**src/rtl/c2sif_target.sv**
```systemverilog
// c2sif_target
//   Target side of the C-to-SV four-phase packet handshake. A packet offered
//   on req/id/fn/addr/data is latched once. It is then executed as
//   single-word beats on a simple memory-mapped bus. A signed status/result
//   is returned on ret, and the handshake completes on ack.
// Ports
//   clk, rst_n        block clock, asynchronous active-low reset
//   req / ack         four-phase packet handshake (req is asynchronous)
//   id, fn, addr      packet id (latched only), command {count, opcode},
//                     start byte address
//   data              DATA_SIZE write words, word i at [32*i +: 32]
//   ret               signed result, valid while ack = 1
//   bus_req/bus_we/bus_addr/bus_wdata   beat request towards the fabric
//   bus_ack/bus_err/bus_rdata           beat response (err wins over ack)
module c2sif_target #(
   parameter int DATA_SIZE = 8,
   parameter int TIMEOUT   = 255
) (
   input  logic                    clk,
   input  logic                    rst_n,
   input  logic                    req,
   output logic                    ack,
   input  logic [31:0]             id,
   input  logic [31:0]             fn,
   input  logic [31:0]             addr,
   input  logic [32*DATA_SIZE-1:0] data,
   output logic [31:0]             ret,
   output logic                    bus_req,
   output logic                    bus_we,
   output logic [31:0]             bus_addr,
   output logic [31:0]             bus_wdata,
   input  logic                    bus_ack,
   input  logic                    bus_err,
   input  logic [31:0]             bus_rdata
);

   typedef enum logic [2:0] {
      S_IDLE    = 3'd0,
      S_LATCH   = 3'd1,
      S_CHECK   = 3'd2,
      S_BUS     = 3'd3,
      S_GAP     = 3'd4,
      S_DONE    = 3'd5,
      S_WAITLOW = 3'd6
   } state_t;

   localparam logic [7:0]  OP_NOP     = 8'h00;
   localparam logic [7:0]  OP_WRITE   = 8'h01;
   localparam logic [7:0]  OP_READ    = 8'h02;
   localparam logic [7:0]  MAX_CNT    = 8'(DATA_SIZE);
   localparam logic [15:0] TMO_LAST   = 16'(TIMEOUT - 1);
   localparam logic [31:0] RET_BADOP  = 32'hFFFF_FFFF;   // -1
   localparam logic [31:0] RET_BUSERR = 32'hFFFF_FFFE;   // -2
   localparam logic [31:0] RET_BADCNT = 32'hFFFF_FFFD;   // -3
   localparam logic [31:0] RET_ALIGN  = 32'hFFFF_FFFC;   // -4
   localparam logic [31:0] RET_TMO    = 32'hFFFF_FFFB;   // -5

   // Returns {needs_bus, ret}; ret is only meaningful when needs_bus = 0.
   function automatic logic [32:0] decode_cmd(input logic [31:0] f, input logic [31:0] a);
      logic [32:0] r;
      r = {1'b0, RET_BADOP};
      case (f[7:0])
         OP_NOP:   r = {1'b0, 32'h0000_0000};
         OP_WRITE: begin
            if ((f[15:8] == 8'd0) || (f[15:8] > MAX_CNT)) r = {1'b0, RET_BADCNT};
            else if (a[1:0] != 2'b00)                     r = {1'b0, RET_ALIGN};
            else                                          r = {1'b1, 32'h0000_0000};
         end
         OP_READ: begin
            if (a[1:0] != 2'b00) r = {1'b0, RET_ALIGN};
            else                 r = {1'b1, 32'h0000_0000};
         end
         default:  r = {1'b0, RET_BADOP};
      endcase
      return r;
   endfunction

   state_t                  state_q, state_d;
   logic                    req_meta_q, req_s_q;
   logic [31:0]             id_q, id_d, fn_q, fn_d, addr_q, addr_d;
   logic [32*DATA_SIZE-1:0] data_q, data_d;
   logic                    go_bus_q, go_bus_d;
   logic [7:0]              beat_q, beat_d;
   logic [15:0]             timer_q, timer_d;
   logic                    ack_q, ack_d;
   logic [31:0]             ret_q, ret_d;
   logic                    bus_req_q, bus_req_d, bus_we_q, bus_we_d;
   logic [31:0]             bus_addr_q, bus_addr_d, bus_wdata_q, bus_wdata_d;
   logic [32:0]             dec_s;
   logic [31:0]             word_s;
   logic                    unused_s;

   // id and the upper fn bits are carried for the driver but never interpreted
   assign unused_s = ^{id_q, fn_q[31:16]};

   // Select the write word for the current beat index
   always_comb begin
      word_s = 32'h0000_0000;
      for (int i = 0; i < DATA_SIZE; i++) begin
         if (beat_q == 8'(i)) word_s = data_q[32*i +: 32];
         else                 word_s = word_s;
      end
   end

   // Next-state, datapath and registered-output computation
   always_comb begin
      state_d     = state_q;
      id_d        = id_q;
      fn_d        = fn_q;
      addr_d      = addr_q;
      data_d      = data_q;
      go_bus_d    = go_bus_q;
      beat_d      = beat_q;
      timer_d     = timer_q;
      ret_d       = ret_q;
      bus_we_d    = bus_we_q;
      bus_addr_d  = bus_addr_q;
      bus_wdata_d = bus_wdata_q;
      // Packet inputs are stable while req is high, so decoding them raw in LATCH is safe
      dec_s       = decode_cmd(fn, addr);
      case (state_q)
         S_IDLE: begin
            if (req_s_q) state_d = S_LATCH;
            else         state_d = S_IDLE;
         end
         S_LATCH: begin
            id_d     = id;
            fn_d     = fn;
            addr_d   = addr;
            data_d   = data;
            go_bus_d = dec_s[32];
            beat_d   = 8'd0;
            timer_d  = 16'd0;
            // No-bus results are registered here so ret leads ack by a cycle
            if (!dec_s[32]) ret_d = dec_s[31:0];
            else            ret_d = ret_q;
            state_d  = S_CHECK;
         end
         S_CHECK: begin
            if (go_bus_q) begin
               state_d    = S_BUS;
               bus_addr_d = addr_q;
               if (fn_q[7:0] == OP_WRITE) begin
                  bus_we_d    = 1'b1;
                  bus_wdata_d = data_q[31:0];
               end else begin
                  bus_we_d    = 1'b0;
                  bus_wdata_d = 32'h0000_0000;
               end
            end else begin
               state_d = S_DONE;
            end
         end
         S_BUS: begin
            if (bus_err) begin
               ret_d   = RET_BUSERR;
               state_d = S_DONE;
            end else if (bus_ack) begin
               if (!bus_we_q) begin
                  ret_d   = bus_rdata;
                  state_d = S_DONE;
               end else if (beat_q == (fn_q[15:8] - 8'd1)) begin
                  ret_d   = {24'h00_0000, fn_q[15:8]};
                  state_d = S_DONE;
               end else begin
                  beat_d  = beat_q + 8'd1;
                  state_d = S_GAP;
               end
            end else if (timer_q == TMO_LAST) begin
               ret_d   = RET_TMO;
               state_d = S_DONE;
            end else begin
               timer_d = timer_q + 16'd1;
            end
         end
         S_GAP: begin
            // beat_q already points at the next word; address wraps mod 2^32
            timer_d     = 16'd0;
            bus_addr_d  = bus_addr_q + 32'd4;
            bus_wdata_d = word_s;
            state_d     = S_BUS;
         end
         S_DONE: begin
            state_d = S_WAITLOW;
         end
         S_WAITLOW: begin
            if (!req_s_q) state_d = S_IDLE;
            else          state_d = S_WAITLOW;
         end
         default: begin
            state_d = S_IDLE;
         end
      endcase
      bus_req_d = (state_d == S_BUS);
      // No-bus packets raise ack on entering DONE; bus packets one edge after ret
      ack_d     = (state_d == S_WAITLOW) || ((state_q == S_CHECK) && (state_d == S_DONE));
   end

   // req synchronizer, FSM state and all registered outputs
   always_ff @(posedge clk or negedge rst_n) begin
      if (!rst_n) begin
         req_meta_q  <= 1'b0;
         req_s_q     <= 1'b0;
         state_q     <= S_IDLE;
         id_q        <= 32'h0000_0000;
         fn_q        <= 32'h0000_0000;
         addr_q      <= 32'h0000_0000;
         data_q      <= '0;
         go_bus_q    <= 1'b0;
         beat_q      <= 8'd0;
         timer_q     <= 16'd0;
         ack_q       <= 1'b0;
         ret_q       <= 32'h0000_0000;
         bus_req_q   <= 1'b0;
         bus_we_q    <= 1'b0;
         bus_addr_q  <= 32'h0000_0000;
         bus_wdata_q <= 32'h0000_0000;
      end else begin
         req_meta_q  <= req;
         req_s_q     <= req_meta_q;
         state_q     <= state_d;
         id_q        <= id_d;
         fn_q        <= fn_d;
         addr_q      <= addr_d;
         data_q      <= data_d;
         go_bus_q    <= go_bus_d;
         beat_q      <= beat_d;
         timer_q     <= timer_d;
         ack_q       <= ack_d;
         ret_q       <= ret_d;
         bus_req_q   <= bus_req_d;
         bus_we_q    <= bus_we_d;
         bus_addr_q  <= bus_addr_d;
         bus_wdata_q <= bus_wdata_d;
      end
   end

   assign ack       = ack_q;
   assign ret       = ret_q;
   assign bus_req   = bus_req_q;
   assign bus_we    = bus_we_q;
   assign bus_addr  = bus_addr_q;
   assign bus_wdata = bus_wdata_q;

endmodule

```
**config.mk**
```make
export PLATFORM = sky130hd
export DESIGN_NAME = c2sif_target
export DESIGN_NICKNAME = d
export VERILOG_FILES = /design/src/rtl/c2sif_target.sv
export SDC_FILE = /design/constraint.sdc
export NUM_CORES = 1
export LEC_CHECK = 0
export CAP_MARGIN = 20
export CORE_MARGIN = 4
export CORE_UTILIZATION = 40
export DETAILED_ROUTE_END_ITERATION = 16
export GPL_ROUTABILITY_DRIVEN = 0
export GPL_TIMING_DRIVEN = 0
export PLACE_DENSITY = 0.72
export SYNTH_ARGS = -nofsm -noshare
export SYNTH_HDL_FRONTEND = slang
export SYNTH_SLANG_ARGS = --single-unit
```
**constraint.sdc**
```tcl
create_clock -name clk -period 2.5 [get_ports clk]
set_input_delay 0.5 -clock clk [delete_from_list [all_inputs] [get_ports clk]]
set_output_delay 0.5 -clock clk [all_outputs]
set_load 0.01 [all_outputs]
```
Word-level counts from Yosys, hierarchy flattened
Cells that the tools add are included.
{ "classes": {"addsub": 4, "multipliers": 0, "div": 0, "order_cmp": 1, "eq_ne": 31, "n_shift": 0, "n_mux": 42, "bitwise_logic": 0, "reduce_logical": 17} }
{ "op_table": {"columns": ["op", "n"], "rows": [
  ["2-to-1 mux 32 bit", 17],
  ["case mux 32 bit (2 select lines)", 3],
  ["case mux 33 bit (3 select lines)", 1],
  ["2-to-1 mux 33 bit", 2],
  ["2-to-1 mux 16 bit", 3],
  ["adder 32 x 3 -> 32 bit (second input constant)", 1],
  ["== test 8 x 3 -> 1 bit (second input constant)", 4],
  ["2-to-1 mux 8 bit", 4],
  ["case mux 16 bit (2 select lines)", 1],
  ["== test 8 x 1 -> 1 bit (second input constant)", 3],
  ["== test 8 x 2 -> 1 bit (second input constant)", 3],
  ["zero test 8 bit", 3],
  ["case mux 3 bit (7 select lines)", 1],
  ["adder 16 x 1 -> 16 bit (second input constant)", 1],
  ["== test 16 x 8 -> 1 bit (second input constant)", 1],
  ["!= test 2 bit (second input constant)", 8],
  ["case mux 8 bit (2 select lines)", 1],
  ["== test 3 bit (second input constant)", 5],
  ["2-to-1 mux 3 bit", 5],
  ["== test 3 x 2 -> 1 bit (second input constant)", 3],
  ["adder 8 x 1 -> 8 bit (second input constant)", 1],
  ["== test 8 bit", 1],
  ["greater-than comparator 8 x 4 -> 1 bit (second input constant)", 1],
  ["AND reduction 4 bit", 2],
  ["other kinds (12)", 20]
]} }
{ "totals": {"ff_bits": 433, "latch_bits": 0, "ramBits": 0, "romBits": 0, "inputBits": 389, "output_inout_bits": 99, "word_cells": 110, "memories": 0} }

Depth between registers and ports, before layout
Gate-level depths: netlist of run 1.
{ "logic_depth": {"depth_word": 10, "depth_mapped": 10, "depth_no_buf": 9} }

Least setup slack after synthesis of run 1
OpenSTA, ideal clock, no wires.
{ "synth_path": {"path_kind": "input to register", "startpoint": "input fn[1]", "endpoint": "register ret_q[10] (netlist: ret[10])", "setup_time_ps": 125, "arrival_time_ps": 2470, "required_ps": 2375, "path_slack_ps": -96, "stages": 7, "path_buffers": 1, "path_cell_list": "or4_4 nor3_2 mux2i_1 or4_4 o2111a_4 buf_12 mux2_4"} }
{ "synth_between": {"elab_chain_len": 4, "elab_cells_between_ends": 8, "cone_classes": "3 x eq/ne; 3 x mux; 2 x reduce/logical"} }
{ "synth_rtl": {"columns": ["item", "line", "rtl"], "rows": [
  ["start: declaration", "24", "input logic [31:0] fn,"],
  ["== test 8 x 2 -> 1 bit (tied with other cells)", "62", "case (f[7:0])"],
  ["case mux 33 bit (3 select lines) *", "62", null],
  ["!= test 2 bit (no source line) / 2-to-1 mux 32 bit (equally long branches)", null, null],
  ["AND reduction 4 bit (no source line) / case mux 32 bit (2 select lines) (equally long branches)", null, null],
  ["end signal: assignment", "230", "ret_q <= ret_d;"],
  ["end: declaration", "86", "logic [31:0] ret_q, ret_d;"]
]} }
Every way passes the cells marked *; elsewhere a longest branch is shown, timed or not. The select of a mux whose other input is x is not followed.
A chain may end at the register's enable or synchronous reset.

Worst setup path after layout of run 1
{ "layout_path": {"startpoint": "register fn_q[9]", "endpoint": "register ret_q[12] (netlist: ret[12])"} }
{ "layout_between": {"elab_chain_len": 4} }
{ "layout_rtl": {"columns": ["item", "line", "rtl"], "rows": [
  ["start: declaration", "80", "logic [31:0] id_q, id_d, fn_q, fn_d, addr_q, addr_d;"],
  ["start signal: assignment", "223", "fn_q <= fn_d;"],
  ["subtractor 8 x 1 -> 8 bit", "162", "end else if (beat_q == (fn_q[15:8] - 8'd1)) begin"],
  ["== test 8 bit", "162", null],
  ["!= test 5 bit (no source line)", null, null],
  ["AND reduction 4 bit (no source line)", null, null]
]} }
No other way between the ends.

==> results of run 1 <==
==> per-layer routing <==
| layer | vias up | wire [um] | GRT usage, % |
|---|---|---|---|
| met1 | 9750 | 30800 | 36.1 |
| li1 | 9022 | - | - |
| met3 | 208 | 6490 | 4.70 |
| met2 | 1096 | 37900 | 46.9 |
| met5 | - | 24 | 0 |
| met4 | 6 | 4050 | 12.9 |
==> registers in the layout, summed over array words and instances (netlist names) <==
name,cells
timer_q,16
addr_q,32
ret,32
ack,1
beat_q,8
bus_addr,32
go_bus_q,1
req_meta_q,1
bus_wdata,32
bus_req,1
data_q,256
bus_we,1
req_s_q,1
fn_q,16
state_q,3
==> stage by stage <==
stage / worst slack, ns / hold slack (ns) / cells / power [uW] / TNS (ns)
finish: -0.127 / 0.341 / 3584 / 33400 / -1.61
CTS: -0.0731 / 0.313 / 3575 / 33000 / -1.11
detailed placement: -0.893 / 0.344 / 3470 / 25300 / -150.87
global route: -0.176 / 0.343 / 3584 / 35400 / -3.32
floorplan: -0.0105 / 0.204 / 2356 / 19500 / -0.314
global placement: -17.61 / 0.335 / 3467 / 24800 / -7722.72
==> what timing repair did <==
item                       4_1_cts  5_1_grt
setup buffers                   29       13
hold buffers                     1        0
pin swaps                       14       16
gates cloned                     2        1
gates resized for setup        141       80
setup endpoints to repair      402      347
hold endpoints to repair        83        0
==> power by group <==
part	internal (uW)	switching (uW)	leakage (uW)
logic	5710	8040	0.00664
registers	10200	2540	0.00522
clock network	3940	2960	0.000758
total	19900	13500	0.0126
==> worst max-delay path: stages (launching register included) <==
cell	delay, ns
dfrtp_1	0.44
inv_2	0.08
ha_4	0.27
xor2_1	0.13
nand2_1	0.09
a311oi_2	0.26
o211ai_1	0.18
nand3_1	0.16
o2111a_4	0.32
bufbuf_16	0.30
mux2_4	0.29
==> cell type report <==
| class | instances | area [um^2] |
|---|---|---|
| Clock inverter | 17 | 140 |
| Fill cell | 4458 | 22100 |
| Clock buffer | 68 | 1380 |
| Tap cell | 672 | 841 |
| Buffer | 149 | 716 |
| Multi-Input combinational cell | 1734 | 9030 |
| Inverter | 27 | 105 |
| Timing Repair Buffer | 484 | 4880 |
| Sequential cell | 433 | 10900 |
==> Yosys cell counts, types with 3 or more instances <==
cell type and number:
nand2_1 942, dfrtp_1 433, clkbuf_1 149, nor2_1 125, a21oi_1 124, o21ai_0 116, a22oi_1 57, a31oi_1 35
mux2_4 30, inv_1 26, a222oi_1 24, nand3_1 24, o22a_1 24, a211oi_1 23, nor3_1 19, o22ai_1 15
a311oi_1 14, nor2b_1 14, and3_1 13, nand4_1 13, or3_1 11, xor2_1 11, o21ai_1 10, ha_1 8
xnor2_1 8, o221a_2 7, o211ai_1 6, a221o_1 5, buf_1 5, buf_2 5, nor4_1 5, and4_1 4
nand2b_1 4, or4_1 4, a221oi_1 3, and2_1 3, buf_12 3, mux2_2 3, mux2i_1 3, o221ai_1 3
o31ai_1 3
==> worst max path at each step <==
stage                   to  cells past startpoint
3_5_place_dp       ret[14]                      8
2_1_floorplan      ret[10]                      7
6_report           ret[12]                     10
4_1_cts            ret[16]                     10
5_1_grt            ret[16]                     10
3_3_place_gp   data_q[202]                      1
==> cells by family after synthesis <==
| group | after synthesis | share of synthesized area [%] |
|---|---|---|
| flops | 433 | 53.5 |
| buf+inv | 189 | 3.78 |
| mux | 36 | 2.54 |
| fa+ha+maj | 8 | 0.494 |
| compound gates | 476 | 15.1 |
| simple gates | 1195 | 23.7 |
| xor+xnor | 19 | 0.822 |
==> impl_metrics.py, run 1 <==
metrics = {
    "run_status": {
        "status": "complete, but fails checks",
        "violations": "setup timing",
    },
    "drt": {
        "drtPass1Iterations": 9,
        "post-route-drc-count": 0,
        "drtAntennaViolNets": 0,
        "wire_per_inst_um": 22.1,
        "drt_iter0_markers": 1892,
        "wl_um": 79200,
        "vias_per_cell": 5.60,
        "vias": 20082,
    },
    "sta": {
        "worst_slack_ns": -0.127,
        "setup_viol": 21,
        "min_period_ns": 2.63,
        "max_freq_mhz": 381,
        "finalHoldViolations": 0,
        "maxSlewViolCount": 0,
        "slew_headroom_pct": 46.3,
        "clock_skew_ns": 0.0201,
        "worst_pin_slew_ns": 0.805,
        "post-route-period-util_pct": 105,
        "grt_setup_unrepaired": "true",
    },
    "synthesis": {
        "yosysWarnings": 0,
        "syn_avg_cell_area_um2": 8.59,
        "synth_top_area_share_pct": 53.5,
        "async_reset_ff_share_pct": 100,
        "netlist_instances": 2356,
        "syn-num-nets": 2753,
        "synth_top_area_cell": "dfrtp_1",
        "synth_cell_types": 59,
        "synth.area.top_cells": "dfrtp_1 54%, nand2_1 17%, a21oi_1 3.1%, o21ai_0 2.9%, clkbuf_1 2.8%",
        "synth_area_um2": 20200,
        "synth-seq-cells": 433,
        "synth_edf_count": 0,
        "synth_ff_type": "dfrtp_1",
        "ys_seq_area_share_pct": 53.5,
    },
    "worst_setup_path": {
        "crit_type": "register to register",
        "r2r_cells": 10,
        "path_max_fanout": 6,
        "cp_data_arrival_time_ns": 3.10,
        "r2r_start": "fn_q[9]",
        "reg2reg_slack_ns": -0.13,
        "reg2reg_to": "ret[12]",
        "start_kind": "register",
        "worstPathRequired_ns": 2.98,
        "startpoint": "fn_q[9]",
        "crit_path_end_kind": "register",
    },
    "finish": {
        "antennaDiodeCount": 0,
        "mostFrequentLayoutCell": "nand2_1",
        "layout.nets": 3275,
        "drive_gt1_share_pct": 10.8,
        "area.growth.synth_to_final_pct": 38.0,
        "fin_area_um2": 27900,
        "final_cell_mix": "936 x nand2_1, 437 x clkdlybuf4s50_1, 418 x dfrtp_1, 121 x a21oi_1, 114 x nor2_1",
        "final_util_pct": 55.8,
    },
    "floorplan": {
        "num_rows": 82,
        "fp.dieW_um": 233,
        "die-height_um": 233,
        "die-area_um2": 54300,
        "core_um2": 50100,
        "initial_utilization_pct": 40.4,
        "io_pins": 488,
    },
    "clock_tree": {
        "htreeDepth": 2,
        "clk_latency_ns": 0.60,
        "cts_buffers": 49,
        "cts.sinks": 433,
        "tritoncts": "done",
        "clk_pin_slew_ns": 0.06,
        "cts_buffer_depth": 3,
        "root_buffer": "clkbuf_16",
    },
    "hold_path": {
        "hp-class": "input pin to register",
        "min_from": "req",
        "min_path_cells": 1,
        "hold_end": "req_meta_q",
    },
    "job": {
        "maxCapViolCount": 0,
    },
    "power_and_ir_drop": {
        "cellPowerDensity_nw_per_um2": 1200,
        "ir_drop_uv": 650,
        "p_leak_uw": 0.0126,
    },
    "global_routing": {
        "antenna_found_initial": 3,
        "grt_max_degree": 128,
        "grt_pass1_vias": 20008,
        "gr-total-overflow": 0,
        "grt.total_usage_pct": 28.2,
        "grt_pass1_wl_um": 117000,
    },
    "placement": {
        "port_buffers": 439,
        "hpwl_um": 59500,
        "place_area_um2": 25600,
    },
}
No activity file was read; power rests on OpenSTA's default activity.
==> inputs of run 2 (changes only) <==
Settings changed: CAP_MARGIN 20 to unset, CORE_UTILIZATION 40 to 35, PLACE_DENSITY 0.72 to 0.65.
==> impl_metrics.py, run 2 (same netlist as run 1, synthesis figures left out) <==
metrics = {
    "run_status": {
        "status": "complete, but fails checks",
        "violations": "setup timing",
    },
    "placement": {
        "hpwl_um": 61600,
        "place_area_um2": 25700,
        "place_inst": 3555,
        "port_buffers": 439,
    },
    "finish": {
        "regMostFlops": "data_q",
        "fillers": 5365,
        "layout.nets": 3276,
        "area.growth.synth_to_final_pct": 40.2,
        "finalNonFillerCells": 3674,
        "multiInputGateArea_um2": 9190,
        "mostFrequentLayoutCell": "nand2_1",
        "final_cell_mix": "935 x nand2_1, 437 x clkdlybuf4s50_1, 421 x dfrtp_1, 115 x nor2_1, 103 x a21oi_1",
        "drive_gt1_share_pct": 12.4,
        "fin_area_um2": 28400,
        "regArea_um2": 10900,
        "largest_reg_flops": 256,
    },
    "global_routing": {
        "antenna_found_initial": 2,
        "grt.total_usage_pct": 25.0,
        "grt_max_degree": 105,
        "gr-total-overflow": 0,
        "grt_pass1_wl_um": 121000,
        "grt_pass1_vias": 20071,
    },
    "sta": {
        "grt_setup_unrepaired": "true",
        "finalHoldViolations": 0,
        "clock_skew_ns": 0.0233,
        "worst_pin_slew_ns": 0.712,
        "post-route-period-util_pct": 102,
        "hold_ws_ns": 0.350,
        "worst_slack_ns": -0.0456,
        "maxSlewViolCount": 0,
        "max_freq_mhz": 393,
        "slew_headroom_pct": 52.5,
        "finalSetupTns_ns": -0.879,
        "setup_viol": 32,
        "min_period_ns": 2.55,
    },
    "worst_setup_path": {
        "cp_data_arrival_time_ns": 3.02,
        "start_kind": "input pin",
        "path_max_fanout": 7,
        "crit_type": "input pin to register",
        "crit_path_end_kind": "register",
        "worstPathRequired_ns": 2.97,
    },
    "clock_tree": {
        "clk_pin_slew_ns": 0.06,
        "cts.sinks": 433,
        "clk_latency_ns": 0.61,
        "root_buffer": "clkbuf_16",
        "cts_buffer_depth": 3,
        "tritoncts": "done",
        "cts_buffers": 50,
        "htreeDepth": 2,
    },
    "drt": {
        "wire_per_inst_um": 22.2,
        "wl_met3_um": 6300,
        "vias_per_cell": 5.38,
        "drt_iter0_markers": 1693,
        "vias": 19760,
        "wl_um": 81500,
        "route.layer.met1.wl_um": 33100,
        "drtAntennaViolNets": 0,
        "drtPass1Iterations": 7,
        "wl_met2_um": 38100,
        "highest_layer": "met5",
        "post-route-drc-count": 0,
    },
    "floorplan": {
        "core_um2": 56800,
        "die-height_um": 249,
        "io_pins": 488,
        "fp.dieW_um": 249,
        "die-area_um2": 61800,
        "initial_utilization_pct": 35.6,
        "num_rows": 87,
    },
    "power_and_ir_drop": {
        "p_leak_uw": 0.0127,
        "ir_drop_uv": 555,
        "cellPowerDensity_nw_per_um2": 1200,
        "finalPower_uw": 34100,
    },
    "job": {
        "maxCapViolCount": 0,
    },
    "hold_path": {
        "hp-class": "register to register",
    },
}
-- run 2: changes by cell type in the layout (fill, tap and decap cells not counted), sizes merged --
cell      delta
clkinvlp     +1
diode        +2
clkbuf       +8
bufbuf       -1
buf          -5
clkinv       -1
bufinv       +2
-- run 2: power by group --
| group | leakage (uW) | internal, uW | switching (uW) | total (uW) |
|---|---|---|---|---|
| registers | 0.00522 | 10200 | 2540 | 12800 |
| logic | 0.00668 | 5810 | 8150 | 14000 |
| clock network | 0.000821 | 4330 | 3080 | 7410 |
| total | 0.0127 | 20400 | 13800 | 34100 |
-- run 2: final cells by class --
| type | instances | share of cell area [%] |
|---|---|---|
| diodes | 2 | 0.0176 |
| plain buffers | 151 | 2.67 |
| clock buffers | 70 | 5.06 |
| clock inverters | 19 | 0.762 |
| inverters | 27 | 0.370 |
| multi-input cells | 1734 | 32.4 |
| flip-flops and latches | 433 | 38.2 |
| well taps | 756 | 3.33 |
| repair buffers | 482 | 17.2 |
-- run 2: critical path, stage by stage --
cell             delay [ns]
clkdlybuf4s50_1        0.43
or4_4                  0.53
nor3_4                 0.25
mux2i_1                0.11
or4_4                  0.46
o2111a_4               0.25
clkbuf_16              0.19
mux2_4                 0.29
-- run 2: repair_timing --
item,CTS,global route
pin swaps,9,45
cloned,0,6
hold buffers,1,0
setup endpoints to repair,403,354
endpoints found under the hold margin,71,0
resized for setup,128,146
buffers inserted,17,15
-- run 2: layer usage --
metal	GRT usage [%]	up-vias
met5	0	-
met4	10.5	2
met3	5.29	175
met2	41.1	957
met1	32.2	9618
li1	-	9008
-- run 2: through the flow --
step | setup WS, ns | utilization [%]
finish | -0.0456 | 50.0
CTS | 0.00241 | 48.9
global placement | -18.02 | 45.0
global route | -0.158 | 50.0
floorplan | -0.0105 | -
detailed placement | -0.940 | 45.2
-- run 2: path summary, 6_finish.rpt --
kind | start | to | slack, ns | cells past startpoint
worst max register to register | fn_q[8] | ret[19] | -0.05 | 8
max in group asynchronous | rst_n | data_q[236] | 0.71 | 4
worst min register to register | req_meta_q | req_s_q | 0.35 | 0
worst min-delay path | req_meta_q | req_s_q | 0.35 | 0
worst max-delay path | fn[12] | ret[19] | -0.05 | 8
min in group asynchronous | rst_n | ret[15] | 0.46 | 2
==> inputs of run 3 (changes only) <==
Settings changed: CTS_CLUSTER_SIZE set to 14, REMOVE_ABC_BUFFERS set to 1.
==> impl_metrics.py, run 3 (same netlist as run 1, synthesis figures left out) <==
metrics = {
    "floorplan": {
        "fp.dieW_um": 249,
        "io_pins": 488,
        "num_rows": 87,
        "initial_utilization_pct": 35.6,
        "core_um2": 56800,
        "die-area_um2": 61800,
        "die-height_um": 249,
    },
    "hold_path": {
        "min_path_cells": 0,
        "hp-class": "register to register",
        "min_from": "req_meta_q",
        "hold_end": "req_s_q",
    },
    "finish": {
        "fin_area_um2": 28800,
        "fillers": 5236,
        "final_cell_mix": "929 x nand2_1, 437 x clkdlybuf4s50_1, 416 x dfrtp_1, 123 x a21oi_1, 115 x o21ai_0",
        "mostFrequentLayoutCell": "nand2_1",
        "area.growth.synth_to_final_pct": 42.5,
        "final_util_pct": 50.8,
        "drive_gt1_share_pct": 12.3,
        "largest_reg_flops": 256,
        "finalNonFillerCells": 3622,
        "regMostFlops": "data_q",
        "layout.nets": 3221,
    },
    "run_status": {
        "status": "complete, but fails checks",
        "violations": "setup timing",
    },
    "placement": {
        "place_area_um2": 25700,
        "hpwl_um": 48300,
        "post-place-ws_ns": -1.16,
        "port_buffers": 439,
        "place_inst": 3423,
    },
    "power_and_ir_drop": {
        "p_leak_uw": 0.0130,
        "ir_drop_uv": 704,
        "cellPowerDensity_nw_per_um2": 1190,
    },
    "worst_setup_path": {
        "start_kind": "register",
        "reg2reg_slack_ns": -0.14,
        "crit_path_end_kind": "register",
        "reg2reg_to": "ret[24]",
        "path_max_fanout": 10,
        "r2r_start": "fn_q[11]",
        "cp_data_arrival_time_ns": 3.10,
        "worstPathRequired_ns": 2.96,
        "r2r_cells": 8,
        "crit_type": "register to register",
    },
    "global_routing": {
        "grt_pass1_vias": 19881,
        "grt_max_degree": 124,
        "grt.total_usage_pct": 23.0,
        "gr-total-overflow": 0,
        "antenna_found_initial": 15,
        "grt_pass1_wl_um": 114000,
    },
    "drt": {
        "wl_um": 75500,
        "wire_per_inst_um": 20.8,
        "post-route-drc-count": 0,
        "vias_per_cell": 5.38,
        "drt_iter0_markers": 1848,
        "drtAntennaViolNets": 0,
        "vias": 19478,
        "drtPass1Iterations": 9,
    },
    "clock_tree": {
        "cts.sinks": 433,
        "root_buffer": "clkbuf_16",
        "htreeDepth": 2,
        "cts_buffers": 50,
        "clk_pin_slew_ns": 0.06,
        "tritoncts": "done",
        "clk_latency_ns": 0.59,
        "cts_buffer_depth": 3,
    },
    "sta": {
        "post-route-period-util_pct": 106,
        "hold_ws_ns": 0.367,
        "setup_viol": 34,
        "min_period_ns": 2.64,
        "worst_pin_slew_ns": 1.14,
        "maxSlewViolCount": 0,
        "max_freq_mhz": 378,
        "worst_slack_ns": -0.144,
        "slew_headroom_pct": 24.1,
        "grt_setup_unrepaired": "true",
        "clock_skew_ns": 0.0178,
        "finalHoldViolations": 0,
    },
    "job": {
        "maxCapViolCount": 0,
    },
}
[run 3: area by class of cell]
class                      count  area [um^2]  area share, %
antenna                        4         10.0         0.0347
clock buffer                  75         1530           5.30
inverter                      27          113          0.390
sequential                   433        10900           37.6
clock inverter                15          239          0.829
tap                          756          946           3.28
timing repair buffer         569         5930           20.6
multi-input combinational   1743         9220           32.0
[run 3: critical path, cell delays in order (launching register included)]
cell      delay [ns]
dfrtp_2         0.49
nor4_4          0.27
nand4b_1        0.14
and4b_1         0.22
o211ai_1        0.33
nand3_2         0.22
o2111a_2        0.38
buf_12          0.17
mux2_4          0.29
[run 3: how the worst max path moves through the flow]
stage | startpoint | slack (ns) | to
after CTS | fn_q[10] | -0.04 | ret[24]
after floorplan | state_q[2] | -8.47 | data_q[224]
after global placement | rst_n | -18.33 | data_q[149]
final | fn_q[11] | -0.14 | ret[24]
after detailed placement | beat_q[6] | -1.16 | bus_wdata[12]
after global routing | fn_q[13] | -0.17 | ret[25]
[run 3: timing repair]
action                                  4_1_cts  5_1_grt
hold buffers                                  1        0
buffers inserted                             49       42
gates resized for setup                      70       32
hold endpoints to repair                     92        0
gates cloned                                  7        6
endpoints found under the setup margin      167      141
pin swaps                                    24       31
[run 3: layer usage]
| metal | global-route usage (%) | vias to the layer above | routed length (um) |
|---|---|---|---|
| met5 | 0 | - | 133 |
| met4 | 6.60 | 18 | 1990 |
| met3 | 5.37 | 157 | 5620 |
| met2 | 37.8 | 846 | 35500 |
| met1 | 30.5 | 9540 | 32200 |
| li1 | - | 8917 | - |
[run 3: power breakdown]
part | switching, uW | total [uW] | internal [uW]
registers | 2270 | 12500 | 10200
clock network | 3020 | 7840 | 4830
logic | 7810 | 13900 | 6090
total | 13100 | 34200 | 21100
[run 3: stage by stage]
stage / setup TNS (ns) / power [uW]
final: -3.55 / 34200
after CTS: -0.548 / 33700
after global placement: - / 20000
after detailed placement: -90.51 / 24700
after floorplan: -2774.66 / 18000
after global routing: -4.77 / 36400
